[src/rtl/mmio_uart_tx.sv]
// rtl/mmio_uart_tx.sv - memory-mapped 8N1 UART transmitter with TX FIFO and status word
// Snoops processor stores: DATA_ADDR queues a byte, STATUS_ADDR with data[0]=1 clears overflow.
module mmio_uart_tx #(
    parameter logic [11:0] DATA_ADDR    = 12'hFF0,
    parameter logic [11:0] STATUS_ADDR  = 12'hFF1,
    parameter int          CLKS_PER_BIT = 16,
    parameter int          FIFO_DEPTH   = 8
) (
    input  logic        clock,
    input  logic        reset,
    input  logic [11:0] address_dmem,
    input  logic [31:0] data,
    input  logic        wren,
    output logic [31:0] status,
    output logic        tx,
    output logic        busy,
    output logic        overflow
);
    localparam int PTR_W  = (FIFO_DEPTH > 1) ? $clog2(FIFO_DEPTH) : 1;
    localparam int CNT_W  = $clog2(FIFO_DEPTH + 1);
    localparam int TICK_W = 16;
    localparam logic [TICK_W-1:0] LAST_TICK  = TICK_W'(CLKS_PER_BIT - 1);
    localparam logic [CNT_W-1:0]  FULL_COUNT = CNT_W'(FIFO_DEPTH);

    typedef enum logic [1:0] {IDLE, START, DATA, STOP} state_t;

    state_t              state, state_next;
    logic [TICK_W-1:0]   tick, tick_next;
    logic [2:0]          bit_idx, bit_idx_next;
    logic [7:0]          shift, shift_next;
    logic                tx_next;

    logic [7:0]          mem [FIFO_DEPTH];
    logic [PTR_W-1:0]    wr_ptr, rd_ptr;
    logic [CNT_W-1:0]    count;
    logic [31:0]         status_next;

    logic push_req, clear_req, pop, full, empty, push_ok, drop, last_tick;
    logic unused_data_bits;

    assign unused_data_bits = ^data[31:8];

    assign push_req  = wren && (address_dmem == DATA_ADDR);
    assign clear_req = wren && (address_dmem == STATUS_ADDR) && data[0];
    assign full      = (count == FULL_COUNT);
    assign empty     = (count == '0);
    assign pop       = (state == IDLE) && !empty;
    // A pop on the same edge frees a slot, so a push into a full FIFO is still taken.
    assign push_ok   = push_req && (!full || pop);
    assign drop      = push_req && !push_ok;
    assign last_tick = (tick == LAST_TICK);

    assign busy = (state != IDLE) | (count != '0);

    always_ff @(posedge clock or posedge reset) begin
        if (reset) begin
            state   <= IDLE;
            tick    <= '0;
            bit_idx <= '0;
            shift   <= '0;
            tx      <= 1'b1;
        end else begin
            state   <= state_next;
            tick    <= tick_next;
            bit_idx <= bit_idx_next;
            shift   <= shift_next;
            tx      <= tx_next;
        end
    end

    always_comb begin
        state_next   = state;
        tick_next    = tick;
        bit_idx_next = bit_idx;
        shift_next   = shift;
        case (state)
            IDLE: begin
                if (pop) begin
                    state_next = START;
                    tick_next  = '0;
                    shift_next = mem[rd_ptr];
                end
            end
            START: begin
                if (last_tick) begin
                    state_next   = DATA;
                    tick_next    = '0;
                    bit_idx_next = '0;
                end else begin
                    tick_next = tick + TICK_W'(1);
                end
            end
            DATA: begin
                if (last_tick) begin
                    tick_next  = '0;
                    shift_next = {1'b0, shift[7:1]};
                    if (bit_idx == 3'd7) begin
                        state_next = STOP;
                    end else begin
                        bit_idx_next = bit_idx + 3'd1;
                    end
                end else begin
                    tick_next = tick + TICK_W'(1);
                end
            end
            STOP: begin
                if (last_tick) begin
                    state_next = IDLE;
                    tick_next  = '0;
                end else begin
                    tick_next = tick + TICK_W'(1);
                end
            end
        endcase
    end

    // tx is registered from the next-state view so the line changes on the same edge as the FSM.
    always_comb begin
        tx_next = 1'b1;
        case (state_next)
            START:   tx_next = 1'b0;
            DATA:    tx_next = shift_next[0];
            default: tx_next = 1'b1;
        endcase
    end

    always_ff @(posedge clock) begin
        if (push_ok) begin
            mem[wr_ptr] <= data[7:0];
        end
    end

    always_ff @(posedge clock or posedge reset) begin
        if (reset) begin
            wr_ptr <= '0;
            rd_ptr <= '0;
            count  <= '0;
        end else begin
            if (push_ok) begin
                wr_ptr <= wr_ptr + PTR_W'(1);
            end
            if (pop) begin
                rd_ptr <= rd_ptr + PTR_W'(1);
            end
            if (push_ok && !pop) begin
                count <= count + CNT_W'(1);
            end else if (pop && !push_ok) begin
                count <= count - CNT_W'(1);
            end
        end
    end

    always_ff @(posedge clock or posedge reset) begin
        if (reset) begin
            overflow <= 1'b0;
        end else if (drop) begin
            overflow <= 1'b1;
        end else if (clear_req) begin
            overflow <= 1'b0;
        end
    end

    always_comb begin
        status_next = {19'd0, 5'(count), 4'd0, overflow, (state != IDLE), empty, full};
    end

    always_ff @(posedge clock or posedge reset) begin
        if (reset) begin
            status <= 32'h0000_0002;
        end else begin
            status <= status_next;
        end
    end
endmodule

[config.mk]
export PLATFORM = sky130hd
export DESIGN_NAME = mmio_uart_tx
export DESIGN_NICKNAME = d
export VERILOG_FILES = /design/src/rtl/mmio_uart_tx.sv
export SDC_FILE = /design/constraint.sdc
export NUM_CORES = 1
export LEC_CHECK = 0
export CORE_UTILIZATION = 44
export CTS_BUF_LIST = sky130_fd_sc_hd__clkbuf_16
export CTS_CLUSTER_SIZE = 14
export DETAILED_ROUTE_END_ITERATION = 12
export PLACE_DENSITY = 0.68
export RECOVER_POWER = 50
export REMOVE_ABC_BUFFERS = 1
export SETUP_SLACK_MARGIN = 0.3
export SKIP_CTS_REPAIR_TIMING = 1
export SYNTH_ARGS = -nofsm -noshare
export SYNTH_HDL_FRONTEND = slang
export SYNTH_SLANG_ARGS = --single-unit
export TNS_END_PERCENT = 50
[constraint.sdc]
create_clock -name clock -period 6.3 [get_ports clock]
set_input_delay 0.945 -clock clock [delete_from_list [all_inputs] [get_ports clock]]
set_output_delay 0.945 -clock clock [all_outputs]
set_load 0.02 [all_outputs]
==> qor.csv <==
stage,metric,value,unit
worst_hold_path,holdPathStages,0,
critical_path,critPathBufInv,4,
routing,wl_per_cell,16.2,um
run,cap_violations,1,
synth,synthFlopType,edfxtp_1,
sta,setup_viol,0,
critical_path,slowest_delay,0.67,ns
worst_hold_path,hold_end,status[3],
routing,route.met2.wl,4.50,mm
clock_tree,clock_sinks,113,
sta,finalCriticalPeriod,4.23,ns
critical_path,critical_path_class,reg -> out,
power_and_ir_drop,power_leakage,2.28,nW
place,hpwl,5.70,mm
routing,initialDrtViolationCount,146,
routing,drtPass1Iterations,4,
final_layout,num_antenna_cells,0,
final_layout,multiInputGateArea,1690,um^2
routing,wl,9.05,mm
clock_tree,cts_tree,yes,
clock_tree,numCtsBuffers,17,
power_and_ir_drop,peakVddDrop,219,uV
global_routing,grt_pass1_wl,15.2,mm
critical_path,reg2regPathDepth,12,
critical_path,crit_path_end_kind,output port,
routing,top_layer,met4,
run_status,violations,"max-capacitance violations, max-slew violations",
worst_hold_path,hp-class,reg -> reg,
critical_path,crit_fanout,19,
synth,synth_cells,364,
synth,synthArstFlopShare,43.4,%
global_routing,first_global_vias,3044,
critical_path,r2r_end,count[3],
final_layout,fill_cells,877,
final_layout,final_cells,558,
final_layout,layout_common_cells,"64 x edfxtp_1, 47 x dfrtp_1",
clock_tree,clock_latency,0.41,ns
sta,post-route-period-util,67.2,%
synth,synth_seq_area_share,62.5,%
synth,synth_area_per_cell,13.8,um^2
floorplanning,die-area,11900,um^2
sta,fmax,236,MHz
sta,holdWs,0.436,ns
critical_path,crit_slowest_cell,clkinv_1,
routing,vias,3056,
floorplanning,ios,82,
floorplanning,die_w,109,um
floorplanning,initial_core_util,45.9,%
routing,wl_met1,4.07,mm
sta,rsz0062_at_grt,no,
floorplanning,die_height,109,um
sta,finalSetupTns,0,ns
synth,syn_area,5040,um^2
clock_tree,clk_path_buf_depth,2,
global_routing,grt_max_degree,50,
floorplanning,rows,38,
routing,post-route-drc-count,0,
clock_tree,root_buffer,clkbuf_16,
synth,yosys_warnings,0,
sta,drv_slew,50,
place,place_congestion,0.821,
critical_path,reg2reg_from,state[0],
place,dp_cells,527,
critical_path,path_cells,nor2_1 > clkinv_1 > nor2_1 > buf_4 > inv_1 > clkdlybuf4s50_1,
final_layout,final_common_cell,edfxtp_1,
power_and_ir_drop,powerDensity,293,nW/um^2
global_routing,antenna_found_initial,0,
global_routing,grt_usage,17.5,%
critical_path,r2r_slack,2.28,ns
synth,synth_cell_type_count,50,
sta,worst_slew_pin_slew,1.79,ns
floorplanning,core_area,11000,um^2
sta,hold_violations,0,
routing,antenna_left,0,
critical_path,path_delay_family,buffers and inverters,
sta,slew_headroom,-19.7,%
clock_tree,cts.clk_slew.worst_paths,0.05,ns
final_layout,area_growth,19.2,%
final_layout,drive_above_1_share,14.1,%
clock_tree,htree_levels,4,
critical_path,cp-start-kind,register,
synth,synth-edff-count,64,
synth,synth_seq_cells,113,
final_layout,design_area,6010,um^2
routing,dr_wl_met3,340,um
routing,vias_per_cell,5.48,
critical_path,crit_arrival,3.29,ns
final_layout,nNetsFinal,462,
final_layout,ff_latch_area,3150,um^2
global_routing,overflow,0,
worst_hold_path,hp-start,overflow,
run_status,outcome,finished with violations,
critical_path,worst_path_most_repeated_cell,nor2_1,
sta,fin_skew,0.00759,ns
critical_path,cp_data_required_time,5.35,ns
place,post_dp_cell_area,5430,um^2
place,portBuffers,33,
==> how the worst max path moves through the flow <==
stage	cells past startpoint	from	slack, ns	to
finish	6	state[0]	2.07	busy
global route	6	state[0]	1.71	busy
global placement	12	address_dmem[1]	2.21	count[3]
CTS	6	state[0]	2.00	busy
detailed placement	12	address_dmem[1]	2.17	count[3]
floorplan	11	address_dmem[1]	2.75	count[3]
==> state kept, by name, summed over array words and instances, names as in the netlist, 3 cells and up <==
register / flops
shift: 8
wr_ptr: 3
bit_idx: 3
tick: 16
mem: 64
rd_ptr: 3
status: 8
count: 4
==> area by class of cell <==
class,count,share of cell area [%]
flip-flops and latches,113,52.4
multi-input cells,224,28.0
clock buffers,17,7.08
repair buffers,39,6.25
well taps,140,2.91
clock inverters,14,2.60
inverters,11,0.687
==> kinds of logic after synthesis <==
family | synth area share [%]
XOR/XNOR | 1.74
adder cells (fa/ha/maj) | 2.38
AND/OR/NAND/NOR | 10.3
multiplexers | 9.66
buffers and inverters | 5.76
flip-flops | 62.5
AO/OA/AOI/OAI | 7.57
other | 0.0744
==> power by group <==
group	switching (mW)	internal (mW)
registers	0.00109	0.785
logic	0.0273	0.0139
clock network	0.346	0.584
total	0.375	1.38
==> layer usage <==
layer  global-route usage, %  vias up
li1                        -     1431
met1                    22.3     1547
met2                    28.0       66
met3                    5.02       12
met4                    7.24        0
met5                       0        -
==> synth_stat cells (3+ instances only) <==
library cell   n  area (um^2)
or3_1          5         31.3
xnor2_1        8         70.1
nor2_1        24         90.1
mux2i_1       10          100
or4_1          3         22.5
ha_1           8          100
edfxtp_1      64         1920
nor3_1         8         40.0
mux4_2        16          360
nand3_1        6         30.0
buf_2          4         20.0
nor4_1         7         43.8
a221o_1        7         70.1
inv_1         10         37.5
buf_4         24          180
nand4_1        6         37.5
clkbuf_1       8         30.0
o21ai_0       11         55.1
a311oi_1       3         26.3
a31oi_1       11         68.8
nand2_1       24         90.1
and4_1         3         26.3
dfrtp_1       47         1180
a21oi_1        4         20.0
o2bb2ai_1      4         35.0
and3_1         3         18.8
==> metrics by stage <==
step	power, mW	setup slack, ns	utilization [%]
floorplan	0.820	2.75	-
global placement	0.842	2.21	49.4
detailed placement	0.843	2.17	49.4
CTS	1.78	2.00	54.7
global route	1.81	1.71	54.7
finish	1.76	2.07	54.7
(Power assumes the default switching activity.)
